--- src/rtl/minterm_scanner.sv ---
// Sequential truth-table reader: steps a 3-input function block through all
// eight input combinations, samples its output and compares against EXPECTED.
module minterm_scanner #(
    parameter logic [7:0] EXPECTED = 8'hD5,
    parameter int         SETTLE   = 1
) (
    input  logic       clk,
    input  logic       rst_n,
    input  logic       start,
    input  logic       f_in,
    output logic [2:0] abc_out,
    output logic       busy,
    output logic       done,
    output logic [7:0] mask,
    output logic       match,
    output logic [2:0] err_idx
);
    typedef enum logic [1:0] {IDLE, DRIVE, SAMPLE, DONE} state_t;

    localparam logic [3:0] SETTLE_LAST = 4'(SETTLE - 1);

    state_t     state, state_nxt;
    logic [2:0] idx, idx_nxt;
    logic [3:0] cnt, cnt_nxt;
    logic [7:0] shadow, shadow_nxt;
    logic       finish;

    // Lowest set bit of d, 0 when d is all zero.
    function automatic logic [2:0] first_diff(input logic [7:0] d);
        first_diff = 3'd0;
        for (int i = 7; i >= 0; i--)
            if (d[i]) first_diff = 3'(i);
    endfunction

    always_comb begin
        state_nxt  = state;
        idx_nxt    = idx;
        cnt_nxt    = cnt;
        shadow_nxt = shadow;
        finish     = 1'b0;
        case (state)
            IDLE: begin
                if (start) begin
                    state_nxt  = DRIVE;
                    idx_nxt    = 3'd0;
                    cnt_nxt    = 4'd0;
                    shadow_nxt = 8'h00;
                end
            end
            DRIVE: begin
                cnt_nxt = cnt + 4'd1;
                if (cnt == SETTLE_LAST) state_nxt = SAMPLE;
            end
            SAMPLE: begin
                shadow_nxt[idx] = f_in;
                if (idx == 3'd7) begin
                    state_nxt = DONE;
                    finish    = 1'b1;
                end else begin
                    state_nxt = DRIVE;
                    idx_nxt   = idx + 3'd1;
                    cnt_nxt   = 4'd0;
                end
            end
            DONE: state_nxt = IDLE;
            default: state_nxt = IDLE;
        endcase
    end

    always_ff @(posedge clk) begin
        if (!rst_n) begin
            state   <= IDLE;
            idx     <= 3'd0;
            cnt     <= 4'd0;
            shadow  <= 8'h00;
            mask    <= 8'h00;
            match   <= (EXPECTED == 8'h00);
            err_idx <= first_diff(EXPECTED);
        end else begin
            state  <= state_nxt;
            idx    <= idx_nxt;
            cnt    <= cnt_nxt;
            shadow <= shadow_nxt;
            // Result registers only move on the edge entering DONE.
            if (finish) begin
                mask    <= shadow_nxt;
                match   <= (shadow_nxt == EXPECTED);
                err_idx <= first_diff(shadow_nxt ^ EXPECTED);
            end
        end
    end

    assign busy    = (state == DRIVE) || (state == SAMPLE);
    assign done    = (state == DONE);
    assign abc_out = busy ? idx : 3'd0;
endmodule

--- config.mk ---
export PLATFORM = sky130hd
export DESIGN_NAME = minterm_scanner
export DESIGN_NICKNAME = d
export VERILOG_FILES = /design/src/rtl/minterm_scanner.sv
export SDC_FILE = /design/constraint.sdc
export NUM_CORES = 1
export LEC_CHECK = 0
export CAP_MARGIN = 20
export CORE_UTILIZATION = 54
export DETAILED_ROUTE_END_ITERATION = 8
export PLACE_DENSITY = 0.84
export RECOVER_POWER = 50
export SLEW_MARGIN = 0
export SYNTH_ARGS = -nofsm -noshare
export SYNTH_HDL_FRONTEND = slang
export SYNTH_SLANG_ARGS = --single-unit
export TNS_END_PERCENT = 20
--- constraint.sdc ---
create_clock -name clk -period 2.05 [get_ports clk]
set_input_delay 0.205 -clock clk [delete_from_list [all_inputs] [get_ports clk]]
set_output_delay 0.205 -clock clk [all_outputs]
set_load 0.1 [all_outputs]
# Word-level counts from Yosys, hierarchy flattened
# Index checks and enable logic that the tools add are counted.
word_totals:
  register_bits: 29
  in_bits: 4
  output_inout_bits: 17
  wordCells: 55
classes:
  addsub: 2
  magnitude_cmp: 2
  eq_ne: 8
  n_mux: 26
  bitwise: 1
  reduce_logical: 9
ops:
  columns: ["op", "count"]
  rows:
  - ["$mux 3", 11]
  - ["$pmux 8 s2", 1]
  - ["$pmux 4 s3", 1]
  - ["$bwmux 8", 1]
  - ["$eq 8x8->1 const B", 1]
  - ["$mux 4", 2]
  - ["$mux 8", 1]
  - ["$pmux 2 s4", 1]
  - ["$mux 2", 3]
  - ["$ne 2x2->1 const B", 3]
  - ["$pmux 3 s2", 1]
  - ["$reduce_and 3->1", 2]
  - ["$not 5->5", 1]
  - ["$add 4x1->4 const B", 1]
  - ["$eq 2x2->1 const B", 2]
  - ["$logic_not 4->1", 1]
  - ["$lt 3x4->1 const B", 1]
  - ["$add 3x1->3 const B", 1]
  - ["$demux 1 s3", 1]
  - ["$eq 3x3->1 const B", 1]
  - ["$ge 3x1->1 const B", 1]
  - ["$mux 1", 3]
  - ["$reduce_bool 3->1", 1]
  - ["$eq 2x1->1 const B", 1]
  - ["5 further kinds", 5]

# Logic depth before layout (Yosys ltp)
# Gate-level depths: netlist (run 1).
depth:
  depth_word: 15
  mapped_depth: 9
  depth_no_buf: 7

# Worst setup path after synthesis (run 1)
# Ideal clock, no wire load.
synth_path:
  path_type: "flip-flop to output port"
  from: "register state[0]"
  to: "output port abc_out[0]"
  arrival_ns: 2.161
  required_time_ns: 1.845
  slack_ns: -0.316
  path_stages_with_launch: 4
  n_path_buf: 0
  path_cell_list: "dfxtp_1 > inv_1 > ha_1 > and2_1"
synth_via:
  elab_chain_cells: 3
  elab_cells_between_ends: 4
  cone_classes: "2 x eq/ne; 1 x mux; 1 x reduce/logical"
synth_rtl:
  columns: ["item", "line", "text"]
  rows:
  - ["start, declared", "22", "state_t state, state_nxt;"]
  - ["start signal, assigned", "80", "state <= state_nxt;"]
  - ["$eq 2x1->1 or $eq 2x2->1 (tied branches)", "93", "assign busy = (state == DRIVE) || (state == SAMPLE);"]
  - ["$logic_or 1x1->1 (*)", "93", null]
  - ["named net busy", "12", "output logic busy,"]
  - ["$mux 3 (*)", "95", "assign abc_out = busy ? idx : 3'd0;"]
  - ["end, declared", "11", "output logic [2:0] abc_out,"]
# The timed path passes the listed nets; every way through them passes the cells marked *.

# Worst setup path after layout (run 1)
layout_path:
  from: "register state[1]"
  to: "register err_idx[2]"
layout_via:
  elab_chain_cells: 11
  elab_cells_between_ends: 13
  cone_classes: "1 x eq/ne; 10 x mux; 1 x bitwise; 1 x reduce/logical"
layout_rtl:
  columns: ["item", "line", "text"]
  rows:
  - ["$eq 2x2->1 or $logic_not 2->1 (tied branches)", "41", "case (state)"]
  - ["$pmux 8 s2", "41", null]
  - ["$not 5->5 (no source line)", null, null]
  - ["$mux 3 (8 in series)", "32", "if (d[i]) first_diff = 3'(i);"]
  - ["end signal, assigned", "78", "err_idx <= first_diff(EXPECTED);"]
  - ["end signal, assigned", "88", "err_idx <= first_diff(shadow_nxt ^ EXPECTED);"]
  - ["end, declared", "16", "output logic [2:0] err_idx"]
# Several ways; a longest one is shown, not always the timed one.
# A chain may end at the register's enable or synchronous reset.

==> reports/qor.csv, run 1 <==
stage,metric,value,unit
grt,grt_pass1_wl,6030,um
synthesis,avgSynthCellArea,9.06,sq um
run,cap_violations,0,
clocking,cts_tree,built,
drt,vias,1401,
die,die_x,57.1,um
sta,finalHoldViolations,0,
synthesis,ys_ff_latch,29,
clocking,clkTransAtPathRegs,90,ps
sta,slew_viol_final,0,
die,num_rows,19,
power,p_leak,0.912,nW
clocking,cts-root-buf,clkbuf_4,
setup_path,reg2reg_from,state[1],
clocking,cts_sinks,29,
layout,drive_above_1_share,0.262,
power,powerDensity,638,mW/mm^2
sta,slew_headroom,0.609,
run_status,status,"finished, violations left",
layout,nNetsFinal,217,
synthesis,post-synth-top-count-cell,dfxtp_1,
placed_design,gp_congestion,0.887,
sta,fmaxAchievable,508,MHz
worst_hold_path,hold_path_end,err_idx[2],
synthesis,synth_area,0.00164,sq mm
sta,fin_worst_skew,9.28,ps
sta,fin_hold_ws,480,ps
synthesis,synth_top_area_share,0.354,
die,core_area,0.00281,sq mm
synthesis,yosysWarnings,0,
clocking,postCtsSetupBuffers,0,
synthesis,ys_types,46,
drt,drt-total-wl,3490,um
setup_path,critPathKind,reg -> reg,
worst_hold_path,min_path_cells,2,
power,report.power.total,0.00125,W
sta,worst_pin_slew,582,ps
setup_path,arrival,2240,ps
grt,antenna_found_initial,0,
layout,antenna_cells,0,
synthesis,synth_top_area_cell,dfxtp_1,
sta,setup_viol,0,
grt,grt_pass1_vias,1303,
synthesis,ys.flop_type,dfxtp_1,
worst_hold_path,holdCritPathClass,reg -> reg,
drt,drcViolationCount,2,
setup_path,end_kind,flip-flop,
synthesis,async_reset_ff_frac,0,
sta,rsz0062_at_grt,true,
grt,grt_overflow,0,
drt,drt_iter0_markers,73,
synthesis,synth_edf_count,0,
sta,post-route-min-period,1970,ps
setup_path,rrSetupSlack,80,ps
layout,n_fill_cell,220,
setup_path,r2r-end,err_idx[2],
power,peakVddDrop,0.768,mV
worst_hold_path,hp-start,err_idx[2],
run_status,violations,design-rule violations,
drt,ant_nets,0,
synthesis,synth_nets,193,
die,initial_core_util,0.584,
die,pin_count,21,
placed_design,dp_hpwl,2570,um
placed_design,io_buffers,20,
clocking,worstSkewPairLatency,340,ps
die,die_height,57.1,um
synthesis,ys_top_cells_by_area,"dfxtp_1 35%, ha_1 6.1%, nand2_1 5.3%",
synthesis,syn-instance-count,181,
grt,grt_max_degree,29,
drt,wl_per_cell,14.7,um
setup_path,start_kind,flip-flop,
grt,grt_usage,0.241,
layout,area_growth,20.0,%
drt,viasPerCell,5.91,
setup_path,cp.required,2320,ps
drt,first_pass_iters,6,
synthesis,synthTopCellsByCount,"29 x dfxtp_1, 23 x nand2_1, 9 x and2_1, 9 x nor2b_1",
die,design.die.area,0.00326,sq mm
synthesis,ys_seq_area_frac,0.354,
clocking,cts.path.max_buffers,2,
sta,period_share,0.960,
setup_path,crit_path_max_fanout,5,
clocking,cts-htree-levels,2,
clocking,cts_made_buffers,5,
setup_path,reg2regPathDepth,7,
-- per-stage QoR --
stage          utilization  cell area [sq um]  setup TNS, ps  cells  setup slack, ps
6_report             0.701               1970              0    237             82.9
5_1_grt              0.701               1970           -109    237            -53.3
4_1_cts              0.706               1980              0    237             20.1
3_5_place_dp         0.674               1890              0    229             68.9
3_3_place_gp         0.674               1890              0    229             96.0
2_1_floorplan            -               1650              0    181              146
-- where the power goes --
group          leakage [nW]  internal, W  total, W  switching (W)
Sequential            0.236     0.000570  0.000576     0.00000591
Combinational         0.632    0.0000690  0.000175       0.000106
Clock                0.0445     0.000290  0.000503       0.000214
Total                 0.912     0.000929   0.00125       0.000325
-- flip-flops by register name, indices dropped and copies added (netlist names) --
register / flops
cnt: 4
mask: 8
match: 1
shadow: 8
idx: 3
state: 2
err_idx: 3
-- kinds of logic (layout without fill, tap and decap cells) --
| family | count (synthesis) | in the layout | synth area share |
|---|---|---|---|
| adder cells (fa/ha/maj) | 8 | 8 | 0.0611 |
| multiplexers | 13 | 13 | 0.0886 |
| AO/OA/AOI/OAI | 45 | 45 | 0.202 |
| AND/OR/NAND/NOR | 68 | 68 | 0.233 |
| buffers and inverters | 18 | 43 | 0.0611 |
| flip-flops | 29 | 29 | 0.354 |
-- layout by cell type (no fill, tap or decap), drive strengths merged --
cell           netlist  routed
inv                  7       7
o211a                8       8
nor3b                4       4
ha                   8       8
mux2                 6       6
a221oi               1       1
o21a                 2       2
nor2                 4       4
a21oi                5       5
clkbuf               3      19
a32o                 1       1
nand2               23      23
dfxtp               29      29
nand2b               2       2
nor4b                1       1
a21boi               5       5
and2                 9       9
clkdlybuf4s50        0       3
buf                  8      12
o21ai                6       6
a211o                1       1
a22oi                5       5
or3                  1       1
o31ai                3       3
and3                 1       1
nand3                5       5
a31oi                4       4
nor3                 3       3
bufinv               0       1
o22ai                1       1
nand3b               3       3
clkinvlp             0       1
a211oi               1       1
o211ai               1       1
or4                  1       1
mux2i                7       7
nor4                 1       1
nand4                1       1
nor2b                9       9
o311a                1       1
-- routing by layer --
layer	routed length, um	vias up	share of wire	global-route usage
li1	-	699	-	-
met1	1610	640	0.46	0.310
met2	1550	49	0.44	0.375
met3	223	13	0.064	0.0658
met4	102	0	0.029	0.118
met5	0	-	0	0
-- layout make-up --
type	count	area [sq um]	share of cell area
flip-flops and latches	29	586	0.298
multi-input cells	134	980	0.498
clock inverters	2	37.5	0.0191
clock buffers	6	51.3	0.0261
inverters	7	26.3	0.0134
well taps	31	38.8	0.0197
repair buffers	28	248	0.126
-- how the worst max path moves through the flow --
stage / startpoint / end / slack, ps / depth (start not counted)
floorplan: state[0] / err_idx[2] / 150 / 8
global placement: state[0] / err_idx[2] / 100 / 9
detailed placement: state[0] / err_idx[2] / 70 / 9
CTS: state[0] / err_idx[2] / 20 / 9
global route: idx[1] / cnt[2] / -50 / 7
finish: state[1] / err_idx[2] / 80 / 7
-- what timing repair did --
action                     in CTS  in global routing
resized for setup               0                  9
hold buffers                    0                  0
setup endpoints to repair       0                  7
-- worst max-delay path: stages (launching register included) --
cell,delay (ps)
dfxtp_2,390
inv_1,80
ha_1,230
mux2_4,340
a21boi_2,150
a21oi_1,80
or4_1,490
o21ai_1,130
Power figures use the tool's default switching activity.
==> inputs of run 2 (changes only) <==
--- a/config.mk
+++ b/config.mk
@@ -10,7 +10,6 @@
 export DETAILED_ROUTE_END_ITERATION = 8
 export PLACE_DENSITY = 0.84
 export RECOVER_POWER = 50
-export SLEW_MARGIN = 0
 export SYNTH_ARGS = -nofsm -noshare
 export SYNTH_HDL_FRONTEND = slang
 export SYNTH_SLANG_ARGS = --single-unit
==> results of run 2 <==
Same layout as run 1: the final DEF is identical, and so are final timing and power.
==> inputs of run 3 (changes only) <==
--- a/config.mk
+++ b/config.mk
@@ -7,6 +7,7 @@
 export LEC_CHECK = 0
 export CAP_MARGIN = 20
 export CORE_UTILIZATION = 54
+export CTS_CLUSTER_DIAMETER = 80
 export DETAILED_ROUTE_END_ITERATION = 8
 export PLACE_DENSITY = 0.84
 export RECOVER_POWER = 50
==> constraint.sdc (replaced) <==
create_clock -name clk -period 2.05 [get_ports clk]
set_input_delay 0.41 -clock clk [delete_from_list [all_inputs] [get_ports clk]]
set_output_delay 0.41 -clock clk [all_outputs]
set_load 0.1 [all_outputs]
==> reports/qor.csv, run 3 (synthesized netlist as in run 1, its figures left out) <==
stage,metric,value,unit,change
clocking,hold_buffers,0,,unchanged
layout,reg_top3,"mask: 8 flops, shadow: 8 flops, cnt: 4 flops",,
drt,drcViolationCount,2,,unchanged
layout,seq_area,589,sq um,+0.64%
layout,drive_above_1_share,0.336,,+0.0743
setup_path,arrival,2280,ps,+40 ps
drt,viasPerCell,5.99,,+1.3%
grt,antenna_found_initial,0,,unchanged
drt,route.met3.wl,203,um,-9.0%
placed_design,dp_hpwl,2690,um,+4.6%
die,pin_count,21,,unchanged
layout,antenna_cells,0,,unchanged
grt,grt_overflow,0,,unchanged
sta,setup_viol,0,,unchanged
power,report.power.total,0.00126,W,+0.59%
layout,n_fill_cell,212,,-3.6%
drt,vias,1485,,+6.0%
setup_path,crit_slowest_cell,dfxtp_2,,
run,cap_violations,0,,unchanged
die,core_area,0.00281,sq mm,unchanged
sta,period_share,0.967,,+0.00699
clocking,cts-htree-levels,2,,unchanged
sta,fin_worst_skew,14.6,ps,+5.27 ps
setup_path,end_kind,flip-flop,,
setup_path,critPathKind,reg -> reg,,
die,initial_core_util,0.584,,unchanged
layout,nNetsFinal,228,,+5.1%
clocking,cts-root-buf,clkbuf_4,,
grt,grt_usage,0.256,,+0.0146
placed_design,gp_congestion,0.913,,+2.9%
sta,post-route-min-period,1980,ps,+14.3 ps
grt,grt_pass1_vias,1456,,+12%
layout,final_util,0.743,,+0.0419
drt,wl_per_cell,15.5,um,+5.0%
setup_path,start_kind,flip-flop,,
sta,worst_pin_slew,546,ps,-36.3 ps
clocking,cts_tree,built,,
sta,tns,0,ps,unchanged
layout,multi_input_area,0.00102,sq mm,+4.2%
worst_hold_path,holdCritPathClass,reg -> reg,,
die,design.die.area,0.00326,sq mm,unchanged
power,peakVddDrop,0.762,mV,-0.79%
die,die_height,57.1,um,unchanged
sta,slew_headroom,0.638,,+0.0287
clocking,worstSkewPairLatency,340,ps,about the same
clocking,clkTransAtPathRegs,110,ps,+20 ps
setup_path,crit_family,compound AO/OA/AOI/OAI gates,,
drt,wl_met2,1800,um,+16%
setup_path,crit_buf_inv,2,,+1
grt,grt_max_degree,29,,unchanged
setup_path,path_cells,"inv_2, ha_2, mux2_4, a21boi_2, a21oi_1, buf_4, o31ai_1, o311a_1",,
placed_design,dpl.cell_count,238,,+3.9%
drt,ant_nets,0,,unchanged
drt,met1_length,1730,um,+7.5%
clocking,cts_made_buffers,5,,unchanged
layout,area_growth,27.2,%,
drt,drt-total-wl,3830,um,+9.9%
die,die_x,57.1,um,unchanged
sta,fin_hold_ws,502,ps,+22.1 ps
run_status,status,"finished, violations left",,
clocking,cts_sinks,29,,unchanged
setup_path,cp.required,2350,ps,+30 ps
sta,rsz0062_at_grt,false,,
placed_design,io_buffers,20,,unchanged
die,num_rows,19,,unchanged
drt,drt_iter0_markers,84,,+15%
clocking,cts.path.max_buffers,2,,unchanged
layout,fin_cells,248,,+4.6%
layout,mostFrequentLayoutCells,"24 x dfxtp_1, 22 x nand2_1, 17 x buf_4, 13 x clkbuf_2, 9 x nor2b_1",,
sta,finalHoldViolations,0,,unchanged
run_status,violations,design-rule violations,,
setup_path,max_stage_delay,350,ps,-140 ps
setup_path,crit_path_max_fanout,4,,-1
grt,grt_pass1_wl,6410,um,+6.3%
layout,final_common_cell,dfxtp_1,,
drt,routed.top_layer,met4,,
sta,slew_viol_final,0,,unchanged
power,powerDensity,605,mW/mm^2,-5.1%
drt,first_pass_iters,6,,unchanged
power,p_leak,0.971,nW,+6.4%
sta,fmaxAchievable,505,MHz,-0.72%
[run 3: changes by cell type in the layout (fill, tap and decap cells not counted), moves of 2 or more]
cell	change
buf_4	+10
mux2i_1	-3
mux2i_2	+3
buf_6	+2
[run 3: timing repair]
item / CTS / global route
cloned: 0 / 0
setup buffers: 0 / 2
pin swaps: 0 / 1
gates resized for setup: 2 / 19
setup endpoints to repair: 1 / 7
[run 3: worst min-delay path, stage by stage (launching register included)]
cell and delay (ps):
dfxtp_1 320, nand3_1 70, o21ai_1 70
[run 3: through the flow]
| step | setup WS (ps) | area (sq um) |
|---|---|---|
| floorplan | -4.78 | 1650 |
| global placement | -51.3 | 1960 |
| detailed placement | -102 | 1960 |
| CTS | 9.99 | 2040 |
| global route | 8.70 | 2080 |
| finish | 68.6 | 2080 |
[run 3: power by group]
group | internal [W] | switching (W)
logic | 0.0000873 | 0.000113
clock network | 0.000258 | 0.000225
registers | 0.000569 | 0.00000903
[run 3: final timing paths]
path	cells after the start	slack, ps	from	to
worst max-delay path	8	70	state[0]	err_idx[1]
worst min-delay path	2	500	err_idx[2]	err_idx[2]
worst max register to register	8	70	state[0]	err_idx[1]
worst min register to register	2	500	err_idx[2]	err_idx[2]
[run 3: routing by layer]
layer	global-route usage	vias to the layer above
li1	-	717
met1	0.317	706
met2	0.415	52
met3	0.0658	10
met4	0.125	0
met5	0	-
[run 3: final cells by class]
type,instances,area share
clock buffer,5,0.0180
clock inverter,3,0.0222
inverter,7,0.0126
multi-input combinational,134,0.490
sequential,29,0.283
tap,31,0.0186
timing repair buffer,39,0.156
